$ cat src/rtl/mem_arbiter_if.sv
// Bundles the CPU port, DMA port and RAM port of the memory arbiter.
// Latency: none, wiring only.
// Backpressure: none here; requesters hold *_req until their *_ack pulse.
interface mem_arbiter_if #(
    parameter int ADDR_WIDTH = 16,
    parameter int DATA_WIDTH = 8
);
    // CPU requester
    logic                  cpu_req;
    logic                  cpu_we;
    logic [ADDR_WIDTH-1:0] cpu_addr;
    logic [DATA_WIDTH-1:0] cpu_wdata;
    logic [DATA_WIDTH-1:0] cpu_rdata;
    logic                  cpu_ack;

    // DMA / debug loader requester
    logic                  dma_req;
    logic                  dma_we;
    logic [ADDR_WIDTH-1:0] dma_addr;
    logic [DATA_WIDTH-1:0] dma_wdata;
    logic [DATA_WIDTH-1:0] dma_rdata;
    logic                  dma_ack;

    // Shared RAM port and status
    logic [ADDR_WIDTH-1:0] mem_addr;
    logic [DATA_WIDTH-1:0] mem_wdata;
    logic [DATA_WIDTH-1:0] mem_rdata;
    logic                  mem_ce;
    logic                  mem_we;
    logic                  grant;
    logic                  busy;

    // Arbiter side
    modport slave (
        input  cpu_req, cpu_we, cpu_addr, cpu_wdata,
        output cpu_rdata, cpu_ack,
        input  dma_req, dma_we, dma_addr, dma_wdata,
        output dma_rdata, dma_ack,
        output mem_addr, mem_wdata, mem_ce, mem_we, grant, busy,
        input  mem_rdata
    );

    // Requester / RAM model side
    modport master (
        output cpu_req, cpu_we, cpu_addr, cpu_wdata,
        input  cpu_rdata, cpu_ack,
        output dma_req, dma_we, dma_addr, dma_wdata,
        input  dma_rdata, dma_ack,
        input  mem_addr, mem_wdata, mem_ce, mem_we, grant, busy,
        output mem_rdata
    );
endinterface

$ cat src/rtl/mem_arbiter.sv
// Shares one RAM port between the CPU and the DMA loader, round-robin when both request.
// Latency: req sampled at edge N -> mem_ce high cycles N+1..N+C -> one-cycle ack in N+C+1.
// Backpressure: requesters hold req until ack; port inputs are ignored outside IDLE.
module mem_arbiter #(
    parameter int ADDR_WIDTH   = 16,
    parameter int DATA_WIDTH   = 8,
    parameter int READ_CYCLES  = 2,
    parameter int WRITE_CYCLES = 2
) (
    input  logic          clk,
    input  logic          rst,
    mem_arbiter_if.slave  bus
);
    localparam int MAX_CYCLES = (READ_CYCLES > WRITE_CYCLES) ? READ_CYCLES : WRITE_CYCLES;
    localparam int CNT_W      = $clog2(MAX_CYCLES) + 1;

    typedef enum logic [1:0] {
        ST_IDLE   = 2'd0,
        ST_ACCESS = 2'd1,
        ST_DONE   = 2'd2
    } state_t;

    state_t                state_q,     state_d;
    logic [CNT_W-1:0]      cnt_q,       cnt_d;
    logic                  grant_q,     grant_d;     // owner of current/last access, 1 = DMA
    logic                  rr_q,        rr_d;        // port that wins the next tie, 1 = DMA
    logic                  we_q,        we_d;
    logic [ADDR_WIDTH-1:0] addr_q,      addr_d;
    logic [DATA_WIDTH-1:0] wdata_q,     wdata_d;
    logic [DATA_WIDTH-1:0] cpu_rdata_q, cpu_rdata_d;
    logic [DATA_WIDTH-1:0] dma_rdata_q, dma_rdata_d;

    // Next-state: grant selection in IDLE, wait-state countdown in ACCESS, ack in DONE
    always_comb begin
        state_d     = state_q;
        cnt_d       = cnt_q;
        grant_d     = grant_q;
        rr_d        = rr_q;
        we_d        = we_q;
        addr_d      = addr_q;
        wdata_d     = wdata_q;
        cpu_rdata_d = cpu_rdata_q;
        dma_rdata_d = dma_rdata_q;

        case (state_q)
            ST_IDLE: begin
                if (bus.cpu_req || bus.dma_req) begin
                    // A lone requester wins outright; a tie goes to the RR pointer.
                    if (bus.cpu_req && bus.dma_req) begin
                        grant_d = rr_q;
                    end else begin
                        grant_d = bus.dma_req;
                    end
                    rr_d    = ~grant_d;
                    we_d    = grant_d ? bus.dma_we    : bus.cpu_we;
                    addr_d  = grant_d ? bus.dma_addr  : bus.cpu_addr;
                    wdata_d = grant_d ? bus.dma_wdata : bus.cpu_wdata;
                    cnt_d   = we_d ? CNT_W'(WRITE_CYCLES - 1) : CNT_W'(READ_CYCLES - 1);
                    state_d = ST_ACCESS;
                end
            end
            ST_ACCESS: begin
                if (cnt_q == '0) begin
                    // Last wait state: RAM data is valid now, capture for the owner only.
                    if (!we_q) begin
                        if (grant_q) begin
                            dma_rdata_d = bus.mem_rdata;
                        end else begin
                            cpu_rdata_d = bus.mem_rdata;
                        end
                    end
                    state_d = ST_DONE;
                end else begin
                    cnt_d = cnt_q - CNT_W'(1);
                end
            end
            ST_DONE: begin
                state_d = ST_IDLE;
            end
            default: begin
                state_d = ST_IDLE;
            end
        endcase
    end

    // State register; reset aborts any access in flight without an ack
    always_ff @(posedge clk) begin
        if (rst) begin
            state_q     <= ST_IDLE;
            cnt_q       <= '0;
            grant_q     <= 1'b0;
            rr_q        <= 1'b0;
            we_q        <= 1'b0;
            addr_q      <= '0;
            wdata_q     <= '0;
            cpu_rdata_q <= '0;
            dma_rdata_q <= '0;
        end else begin
            state_q     <= state_d;
            cnt_q       <= cnt_d;
            grant_q     <= grant_d;
            rr_q        <= rr_d;
            we_q        <= we_d;
            addr_q      <= addr_d;
            wdata_q     <= wdata_d;
            cpu_rdata_q <= cpu_rdata_d;
            dma_rdata_q <= dma_rdata_d;
        end
    end

    // Outputs decode straight from registered state, so they are glitch-free per cycle.
    assign bus.mem_ce    = (state_q == ST_ACCESS);
    assign bus.mem_we    = (state_q == ST_ACCESS) && we_q;
    assign bus.mem_addr  = addr_q;
    assign bus.mem_wdata = wdata_q;
    assign bus.cpu_ack   = (state_q == ST_DONE) && !grant_q;
    assign bus.dma_ack   = (state_q == ST_DONE) &&  grant_q;
    assign bus.cpu_rdata = cpu_rdata_q;
    assign bus.dma_rdata = dma_rdata_q;
    assign bus.grant     = grant_q;
    assign bus.busy      = (state_q != ST_IDLE);

endmodule

$ cat src/flat_wrapper.sv
// flat-port wrapper written by rule: the top's interface ports become plain ports
module mem_arbiter_flat 
#(
    parameter int ADDR_WIDTH   = 16,
    parameter int DATA_WIDTH   = 8,
    parameter int READ_CYCLES  = 2,
    parameter int WRITE_CYCLES = 2
)
  (clk, rst, bus_cpu_req, bus_cpu_we, bus_cpu_addr, bus_cpu_wdata, bus_cpu_rdata, bus_cpu_ack, bus_dma_req, bus_dma_we, bus_dma_addr, bus_dma_wdata, bus_dma_rdata, bus_dma_ack, bus_mem_addr, bus_mem_wdata, bus_mem_ce, bus_mem_we, bus_grant, bus_busy, bus_mem_rdata);
  mem_arbiter_if #(.ADDR_WIDTH(ADDR_WIDTH), .DATA_WIDTH(DATA_WIDTH)) bus_i ();
  input  logic clk;
  input  logic rst;
  input wire logic [$bits(bus_i.cpu_req)-1:0] bus_cpu_req;
  input wire logic [$bits(bus_i.cpu_we)-1:0] bus_cpu_we;
  input wire logic [$bits(bus_i.cpu_addr)-1:0] bus_cpu_addr;
  input wire logic [$bits(bus_i.cpu_wdata)-1:0] bus_cpu_wdata;
  output wire logic [$bits(bus_i.cpu_rdata)-1:0] bus_cpu_rdata;
  output wire logic [$bits(bus_i.cpu_ack)-1:0] bus_cpu_ack;
  input wire logic [$bits(bus_i.dma_req)-1:0] bus_dma_req;
  input wire logic [$bits(bus_i.dma_we)-1:0] bus_dma_we;
  input wire logic [$bits(bus_i.dma_addr)-1:0] bus_dma_addr;
  input wire logic [$bits(bus_i.dma_wdata)-1:0] bus_dma_wdata;
  output wire logic [$bits(bus_i.dma_rdata)-1:0] bus_dma_rdata;
  output wire logic [$bits(bus_i.dma_ack)-1:0] bus_dma_ack;
  output wire logic [$bits(bus_i.mem_addr)-1:0] bus_mem_addr;
  output wire logic [$bits(bus_i.mem_wdata)-1:0] bus_mem_wdata;
  output wire logic [$bits(bus_i.mem_ce)-1:0] bus_mem_ce;
  output wire logic [$bits(bus_i.mem_we)-1:0] bus_mem_we;
  output wire logic [$bits(bus_i.grant)-1:0] bus_grant;
  output wire logic [$bits(bus_i.busy)-1:0] bus_busy;
  input wire logic [$bits(bus_i.mem_rdata)-1:0] bus_mem_rdata;
  assign bus_i.cpu_req = bus_cpu_req;
  assign bus_i.cpu_we = bus_cpu_we;
  assign bus_i.cpu_addr = bus_cpu_addr;
  assign bus_i.cpu_wdata = bus_cpu_wdata;
  assign bus_cpu_rdata = bus_i.cpu_rdata;
  assign bus_cpu_ack = bus_i.cpu_ack;
  assign bus_i.dma_req = bus_dma_req;
  assign bus_i.dma_we = bus_dma_we;
  assign bus_i.dma_addr = bus_dma_addr;
  assign bus_i.dma_wdata = bus_dma_wdata;
  assign bus_dma_rdata = bus_i.dma_rdata;
  assign bus_dma_ack = bus_i.dma_ack;
  assign bus_mem_addr = bus_i.mem_addr;
  assign bus_mem_wdata = bus_i.mem_wdata;
  assign bus_mem_ce = bus_i.mem_ce;
  assign bus_mem_we = bus_i.mem_we;
  assign bus_grant = bus_i.grant;
  assign bus_busy = bus_i.busy;
  assign bus_i.mem_rdata = bus_mem_rdata;
  mem_arbiter #(.ADDR_WIDTH(ADDR_WIDTH), .DATA_WIDTH(DATA_WIDTH), .READ_CYCLES(READ_CYCLES), .WRITE_CYCLES(WRITE_CYCLES)) u_core (.clk(clk), .rst(rst), .bus(bus_i));
endmodule
$ cat config.mk
export PLATFORM = sky130hd
export DESIGN_NAME = mem_arbiter_flat
export DESIGN_NICKNAME = d
export VERILOG_FILES = /design/src/rtl/mem_arbiter_if.sv /design/src/rtl/mem_arbiter.sv /design/src/flat_wrapper.sv
export SDC_FILE = /design/constraint.sdc
export NUM_CORES = 1
export LEC_CHECK = 0
export CAP_MARGIN = 20
export CORE_ASPECT_RATIO = 1.2
export CORE_MARGIN = 2
export CORE_UTILIZATION = 40
export DETAILED_ROUTE_END_ITERATION = 6
export HOLD_SLACK_MARGIN = 0.06
export PLACE_DENSITY = 0.8
export SETUP_SLACK_MARGIN = 0.02
export SLEW_MARGIN = 20
export SYNTH_ARGS = -nofsm -noshare
export SYNTH_HDL_FRONTEND = slang
export SYNTH_SLANG_ARGS = --single-unit
export TNS_END_PERCENT = 5
$ cat constraint.sdc
create_clock -name clk -period 1.8 [get_ports clk]
set_input_delay 0.36 -clock clk [delete_from_list [all_inputs] [get_ports clk]]
set_output_delay 0.36 -clock clk [all_outputs]
set_load 0.05 [all_outputs]
=== After elaboration in Yosys (flattened, before gate mapping) ===
Index checks and enable logic that the tools add are counted.

* Word-level logic and storage cells: 44
* Bits in registers: 47

* Bitwise logic cells: 3
* $add $sub $neg: 1
* Mux-type cells: 11
* Equal/unequal tests: 5
* Reduce and logical (&&, ||, !) cells: 15

{| class="wikitable"
|+ Operators with widths
! cell !! count
|-
| 16-bit 2-to-1 mux || 1
|-
| 8-bit 2-to-1 mux || 1
|-
| 2-bit one-hot mux with 2 select lines || 2
|-
| 4-bit AND reduction || 2
|-
| 2-bit 2-to-1 mux || 3
|-
| 1-bit logical AND || 4
|-
| 2-bit zero test || 2
|-
| 1-bit 2-to-1 mux || 4
|-
| 2-bit by 1-bit != test with 1-bit output, second input constant || 2
|-
| 2-bit AND reduction || 2
|-
| 2-bit nonzero test || 2
|-
| 1-bit NOT || 3
|-
| 3-bit AND reduction || 1
|-
| 2-bit by 1-bit == test with 1-bit output, second input constant || 1
|-
| 2-bit == test, second input constant || 1
|-
| 2-bit != test, second input constant || 1
|-
| 2-bit by 1-bit subtractor with 2-bit output, second input constant || 1
|-
| 1-bit zero test || 1
|-
| 1-bit logical OR || 1
|}

=== Longest topological paths before layout ===
Gate-level depths: netlist of run 1.

* Depth in word-level cells: 5
* Depth in mapped cells: 6
* Mapped depth without buffers: 5

=== Worst setup path after synthesis of run 1 ===
OpenSTA, ideal clock, no wires.

* Kind: reg2out
* Start: reg u_core.grant_q, in the netlist u_core.bus.grant
* End: out bus_cpu_ack
* Stages on the path, launching flop included: 2
* Path buffers: 0
* Data required time: 1.440 ns
* Arrival: 1.745 ns
* Setup slack: -0.305 ns
* Cell sequence: dfxtp_1 > nor3b_1

* Cells in the longest elaborated chain, start to end: 2

{| class="wikitable"
|+ RTL lines
! what !! RTL line !! RTL
|-
| start, declared || mem_arbiter.sv:25 || <nowiki>logic grant_q, grant_d;</nowiki>
|-
| start signal, assigned || mem_arbiter.sv:101 || <nowiki>grant_q <= grant_d;</nowiki>
|-
| 1-bit zero test || mem_arbiter.sv:116 || <nowiki>assign bus.cpu_ack = (state_q == ST_DONE) && !grant_q;</nowiki>
|-
| 1-bit logical AND || mem_arbiter.sv:116 ||
|-
| end, declared || flat_wrapper.sv:18 || <nowiki>output wire logic [$bits(bus_i.cpu_ack)-1:0] bus_cpu_ack;</nowiki>
|}

Every way passes these cells.

=== Worst setup path in the final report of run 1 ===
* Start: reg u_core.state_q[0]
* End: out bus_mem_we

* Cells in the longest elaborated chain, start to end: 2

{| class="wikitable"
|+ RTL lines
! what !! RTL line !! RTL
|-
| start, declared || mem_arbiter.sv:23 || <nowiki>state_t state_q, state_d;</nowiki>
|-
| start signal, assigned || mem_arbiter.sv:99 || <nowiki>state_q <= state_d;</nowiki>
|-
| 2-bit by 1-bit == test with 1-bit output || mem_arbiter.sv:113 || <nowiki>assign bus.mem_we = (state_q == ST_ACCESS) && we_q;</nowiki>
|-
| 1-bit logical AND || mem_arbiter.sv:113 ||
|-
| end, declared || flat_wrapper.sv:28 || <nowiki>output wire logic [$bits(bus_i.mem_we)-1:0] bus_mem_we;</nowiki>
|}

Every way passes these cells.

==> out/qor.csv, run 1 <==
stage,metric,value,unit
routing,DRT iter0 DRCs,67,
synth,post-synth top area cell,dfxtp_1,
sta,fmax,610,MHz
grt,first-pass GRT wire length,9.95,mm
synth,syn_nets,307,
grt,total gr overflow,0,
synth,most frequent cells after synthesis,"47 x dfxtp_1, 29 x a21oi_1, 26 x a311oi_1, 26 x nand3_1, 26 x o21ai_0",
power,Switching Fraction,0.347,
grt,gr busiest metal,met2,
synth,Synth Area in Adders,0.00575,
finish,share of layout cells above drive strength 1,0.221,
placement,GP Congestion,0.773,
worst_setup_path,Worst Reg-to-Reg Cells,5,
grt,GR Util met2,0.348,
worst_setup_path,Crit. End Element,primary output,
cts,quantity of hold-fixing buffers added after cts,0,
power,Sequential Power Share,0.392,
worst_setup_path,biggest cell delay along the critical path,410,ps
hold_path,Hold Crit Class,reg2reg,
routing,drt pass-1 iters,4,
grt,Total Routing Usage GR,0.201,
run,# Max-Cap Violations,0,
placement,Port Buf Inserts,107,
worst_setup_path,Crit Path Class,reg2out,
finish,Finished Core Util,0.645,
floorplan,die height,84.8,um
worst_setup_path,WP data required,1440,ps
floorplan,die width,71.3,um
worst_setup_path,Max Fanout on Critical Path,6,
hold_path,hold depth,2,
worst_setup_path,cell count along the critical path,3,
sta,clk_skew,12.9,ps
grt,initial antenna violation count,0,
worst_setup_path,Worst EP arrival,1280,ps
grt,largest net degree at the start of global routing,42,
synth,Post-synth EDFFs,0,
routing,routed via count,2249,
synth,number of synthesized register bits,47,
routing,DRC errors left,0,
floorplan,row cnt,29,
sta,Slew HR,0.589,
sta,fin crit share,0.911,
floorplan,core area,5260,um^2
power,internal power,2.03,mW
synth,yosys warns,0,
status,status,completed,
synth,Synth cell types,27,
synth,Syn Inst Count,244,
synth,xor and xnor area share after synthesis,0,
finish,Area Growth Syn to Fin,56.0,%
synth,sequential fraction of the synthesis area,0.432,
power,Peak VDD IR,0.000505,V
worst_setup_path,type of origin of the critical path,flop,
sta,slew at the pin closest to its max-slew limit,617,ps
finish,layout filler cell count,451,
worst_setup_path,CP max-delay cell,dfxtp_2,
cts,CTS Buf Count,5,
cts,clk sinks,47,
finish,"Net count, final",410,
cts,Post-CTS Setup Bufs,0,
power,LEAKAGE,1.39,nW
floorplan,Die Area,6050,um^2
routing,total wire length,6.19,mm
power,Net Switching,1.08,mW
worst_setup_path,CP Cell Sequence,nor2b_2 > and2_1 > buf_12,
cts,clk slew on worst S/H paths,80,ps
cts,cells resized by post-CTS repair,1,
placement,HPWL Detailed,4.58,mm
synth,Synth Cell Area,2180,um^2
floorplan,I/O pin total,108,
synth,syn avg cell area,8.92,um^2
synth,Synth Flop Type,dfxtp_1,
sta,Hold WS,473,ps
grt,vias in the first global route,2285,
sta,"Slew Viols, Final",0,
grt,met3 Use GR,0.0713,
cts,Worst-Skew Late Latency,300,ps
floorplan,starting density of the core,0.414,
routing,drt wl/cell,15.1,um
cts,Max Buffers Root-to-Sink,2,
synth,top cell type's share of synthesized area,0.432,
power,power share of the combinational group,0.353,
routing,Vias/cell,5.49,
synth,cell with the most instances after synthesis,dfxtp_1,
grt,met1 global-route usage,0.222,
sta,Fin. Hold Viols,0,
synth,post-synthesis compound-gate area fraction,0.239,
cts,htree depth,2,
synth,post-synthesis mux area share,0.0736,
synth,largest family of logic cells by synthesized area,compound AO/OA/AOI/OAI gates,
worst_setup_path,cell family with the largest share of critical-path delay,simple AND/OR/NAND/NOR gates,
cts,CTS root buffer,clkbuf_8,
synth,Area contributors post-synth,"dfxtp_1 43%, a311oi_1 10%, mux2i_1 7.4%",
synth,Synth async-reset ratio,0,
sta,Tmin final,1640,ps
power,pwr dens,916,nW/um^2
cts,TritonCTS clock tree,built,
routing,Antenna Violating Nets Remaining,0,
sta,setup violators final,0,
sta,unrepaired setup endpoints after global routing,false,
power,power share of the clock group,0.256,
finish,Antenna Cells,0,
worst_setup_path,CP Buf/Inv Count,1,
synth,Post-Synth Simple-Gate Area,0.189,
power groups by stage:
stage	logic, mW	registers, mW	clock network, mW
2_1_floorplan	0.374	1.54	0
3_3_place_gp	1.08	1.24	0
3_5_place_dp	1.10	1.24	0
4_1_cts	1.10	1.22	0.812
5_1_grt	1.16	1.23	0.850
6_report	1.10	1.22	0.795
area by class of cell:
type | instances | area, um^2 | share of cell area
Timing Repair Buffer | 121 | 1130 | 0.333
Inverter | 4 | 15.0 | 0.00442
Clock inverter | 2 | 35.0 | 0.0103
Clock buffer | 6 | 82.6 | 0.0243
Sequential cell | 47 | 942 | 0.277
Tap cell | 62 | 77.6 | 0.0228
Multi-Input combinational cell | 168 | 1110 | 0.328
per-stage QoR:
step	TNS (ps)	setup WS (ps)	cell area, um^2	instances	total power, mW
after detailed placement	-22.0	-22.0	3270	402	2.34
after global placement	0	54.8	3270	402	2.32
final	0	159	3400	410	3.11
after floorplan	-290	-290	2180	244	1.91
after global routing	0	47.5	3400	410	3.24
after CTS	0	44.2	3390	410	3.13
cells by family after synthesis:
family / after synthesis
buf+inv: 29
compound gates: 83
fa+ha+maj: 1
flops: 47
simple gates: 68
mux: 16
registers in the layout, summed over array words and instances (netlist names):
| name | cells |
|---|---|
| u_core.state_q | 2 |
| u_core.bus.mem_addr | 16 |
| u_core.cnt_q | 2 |
| u_core.bus.dma_rdata | 8 |
| u_core.bus.grant | 1 |
| u_core.bus.cpu_rdata | 8 |
| u_core.rr_q | 1 |
| u_core.we_q | 1 |
| u_core.bus.mem_wdata | 8 |
layout by cell type (no fill, tap or decap):
master           Yosys  final
nor3b_1              2      1
o41ai_1              1      1
buf_2               11      1
clkdlybuf4s50_1      0     60
nor2_2               1      2
nor3_4               1      1
a21o_1               1      1
and2b_1              1      1
nand2b_1            25     25
nor3b_2              0      1
mux2i_1             16     16
dfxtp_1             47     46
and2_1               1      1
buf_12               0      6
bufinv_16            0      1
clkbuf_8             0      6
nor2b_2              0      1
ha_1                 1      1
o21ai_0             26     26
and3b_1              1      1
or3b_1               1      1
inv_1                4      4
clkinv_2             0      1
buf_4                1     54
a21oi_1             29     29
a311oi_1            26     26
nand3_1             26     26
or2_2                1      1
dfxtp_2              0      1
nand3b_4             1      1
nor2_1               5      4
nand2_1              1      1
worst min-delay path, stage by stage (launching register included):
cell	delay (ps)
dfxtp_1	320
nand2b_1	60
mux2i_1	50
path summary, 6_finish.rpt:
| path | startpoint | slack (ps) | end |
|---|---|---|---|
| max | u_core.state_q[0] | 160 | bus_mem_we |
| min | u_core.bus.cpu_rdata[2] | 470 | u_core.bus.cpu_rdata[2] |
| max reg2reg | u_core.cnt_q[0] | 170 | u_core.bus.dma_rdata[5] |
| min reg2reg | u_core.bus.cpu_rdata[2] | 470 | u_core.bus.cpu_rdata[2] |
metal layers:
layer  routed length [um]  vias to the layer above
li1                     -                     1097
met1                 2470                     1038
met2                 3020                       98
met3                  527                       16
met4                  169                        0
met5                    0                        -
Note: power is estimated with default switching activity, not from simulation.
==> run 2, diff against run 1 <==
--- a/config.mk
+++ b/config.mk
@@ -11,7 +11,7 @@
 export CORE_UTILIZATION = 40
 export DETAILED_ROUTE_END_ITERATION = 6
 export HOLD_SLACK_MARGIN = 0.06
-export PLACE_DENSITY = 0.8
+export PLACE_DENSITY = 0.85
 export SETUP_SLACK_MARGIN = 0.02
 export SLEW_MARGIN = 20
 export SYNTH_ARGS = -nofsm -noshare
==> out/qor.csv, run 2 (synthesis results as in run 1) <==
stage,metric,value,unit,change
sta,fmax,614,MHz,+0.71%
placement,Placed Instances,401,,-0.25%
cts,Worst-Skew Late Latency,300,ps,about the same
hold_path,Hold Crit Class,reg2reg,,
floorplan,I/O pin total,108,,unchanged
routing,Antenna Violating Nets Remaining,0,,unchanged
cts,htree depth,2,,unchanged
cts,CTS root buffer,clkbuf_8,,
finish,Finished Layout Cells,409,,-0.24%
routing,DRC errors left,0,,unchanged
worst_setup_path,Worst EP arrival,1270,ps,about the same
grt,first-pass GRT wire length,10.2,mm,+2.3%
finish,max FFs per register,16,,unchanged
finish,"commonest non-fill, non-tap cell in the layout",clkdlybuf4s50_1,,
sta,worst setup margin,171,ps,+11.6 ps
sta,Tmin final,1630,ps,-11.6 ps
routing,Vias/cell,5.53,,+0.78%
run,# Max-Cap Violations,0,,unchanged
cts,Max Buffers Root-to-Sink,2,,unchanged
worst_setup_path,Crit Path Class,reg2out,,
cts,TritonCTS clock tree,built,,
grt,initial antenna violation count,0,,unchanged
sta,Slew HR,0.538,,-0.0505
finish,Area Growth Syn to Fin,56.0,%,unchanged
floorplan,Die Area,6050,um^2,unchanged
finish,"Net count, final",409,,-0.24%
power,Peak VDD IR,0.000448,V,-11%
routing,total wire length,6.12,mm,-1.0%
cts,quantity of hold-fixing buffers added after cts,0,,unchanged
finish,Finished Core Util,0.645,,unchanged
placement,pre-CTS setup slack,-354,ps,-332 ps
sta,"Slew Viols, Final",0,,unchanged
placement,GP Congestion,0.758,,-1.9%
power,Tot Pwr,3.19,mW,+2.7%
grt,vias in the first global route,2205,,-3.5%
floorplan,die height,84.8,um,unchanged
cts,CTS Buf Count,5,,unchanged
finish,Antenna Cells,0,,unchanged
worst_setup_path,worst flop-to-flop path endpoint,u_core.bus.dma_rdata[4],,
worst_setup_path,CP startpoint,u_core.state_q[0],,
placement,Port Buf Inserts,107,,unchanged
worst_setup_path,type of origin of the critical path,flop,,
floorplan,core area,5260,um^2,unchanged
worst_setup_path,worst reg2reg startpoint,u_core.cnt_q[0],,
routing,drt pass-1 iters,4,,unchanged
floorplan,die width,71.3,um,unchanged
routing,DRT iter0 DRCs,106,,+58%
sta,clk_skew,3.87,ps,-9.00 ps
power,LEAKAGE,1.38,nW,-0.39%
floorplan,row cnt,29,,unchanged
sta,Fin. Hold Viols,0,,unchanged
worst_setup_path,Crit. End Element,primary output,,
worst_setup_path,Critical Path End,bus_mem_we,,
sta,fin crit share,0.905,,-0.00647
cts,clk slew on worst S/H paths,80,ps,about the same
worst_setup_path,Max Fanout on Critical Path,6,,unchanged
status,status,completed,,
sta,setup violators final,0,,unchanged
routing,drt wl/cell,15.0,um,-0.78%
sta,slew at the pin closest to its max-slew limit,693,ps,+75.8 ps
finish,share of layout cells above drive strength 1,0.216,,-0.00513
grt,Total Routing Usage GR,0.206,,+0.00461
placement,HPWL Detailed,4.38,mm,-4.4%
cts,clk sinks,47,,unchanged
floorplan,starting density of the core,0.414,,unchanged
worst_setup_path,reg2reg setup slack,210,ps,+40 ps
power,pwr dens,940,nW/um^2,+2.7%
worst_setup_path,Worst Reg-to-Reg Cells,5,,unchanged
worst_setup_path,WP data required,1440,ps,about the same
sta,unrepaired setup endpoints after global routing,false,,
finish,"commonest cells after routing, fill and taps aside","60 x clkdlybuf4s50_1, 54 x buf_4, 46 x dfxtp_1, 29 x a21oi_1",,
finish,layout filler cell count,452,,+0.22%
grt,total gr overflow,0,,unchanged
routing,routed via count,2261,,+0.53%
grt,largest net degree at the start of global routing,47,,+12%
run 2: area by class of cell:
cell class	instances	area, um^2	share of cell area
Inverter	4	15.0	0.00442
Sequential cell	47	942	0.277
Clock buffer	6	72.6	0.0214
Clock inverter	2	60.1	0.0177
Tap cell	62	77.6	0.0228
Timing Repair Buffer	120	1110	0.327
Multi-Input combinational cell	168	1120	0.329
run 2: per-layer routing:
metal  up-vias  GRT usage  wire length, um
met3        11     0.0570              463
met5         -          0                0
met4         0     0.0686               95
li1       1103          -                -
met1      1049      0.247             2460
met2        98      0.354             3100
run 2: worst min-delay path by stage:
stage	slack, ps	endpoint	startpoint	depth (start not counted)
after floorplan	450	u_core.cnt_q[0]	u_core.cnt_q[0]	2
after global placement	460	u_core.bus.cpu_rdata[7]	u_core.bus.cpu_rdata[7]	2
after detailed placement	460	u_core.bus.cpu_rdata[5]	u_core.bus.cpu_rdata[5]	2
after CTS	480	u_core.bus.cpu_rdata[5]	u_core.bus.cpu_rdata[5]	2
after global routing	500	u_core.bus.cpu_rdata[7]	u_core.bus.cpu_rdata[7]	2
final	480	u_core.bus.cpu_rdata[5]	u_core.bus.cpu_rdata[5]	2
run 2: power breakdown:
part / internal (mW) / switching [mW]
Sequential: 1.15 / 0.0702
Clock: 0.555 / 0.340
Combinational: 0.423 / 0.658
Total: 2.12 / 1.07
run 2: through the flow:
stage          TNS, ps  hold slack, ps  cell area [um^2]
2_1_floorplan     -290             447              2180
3_3_place_gp     -6310             461              3250
3_5_place_dp     -8360             462              3250
4_1_cts              0             479              3390
5_1_grt              0             497              3400
6_report             0             477              3400
run 2: worst max-delay path, cell delays in order, from the launching register on:
cell and delay [ps]:
dfxtp_2 410, nor2b_2 220, and2_1 190, buf_12 140
run 2: what timing repair did:
| item | CTS | global route |
|---|---|---|
| hold endpoints to repair | 0 | 0 |
| gates resized for setup | 1 | 2 |
| endpoints found under the setup margin | 26 | 1 |
| setup buffers | 0 | 0 |
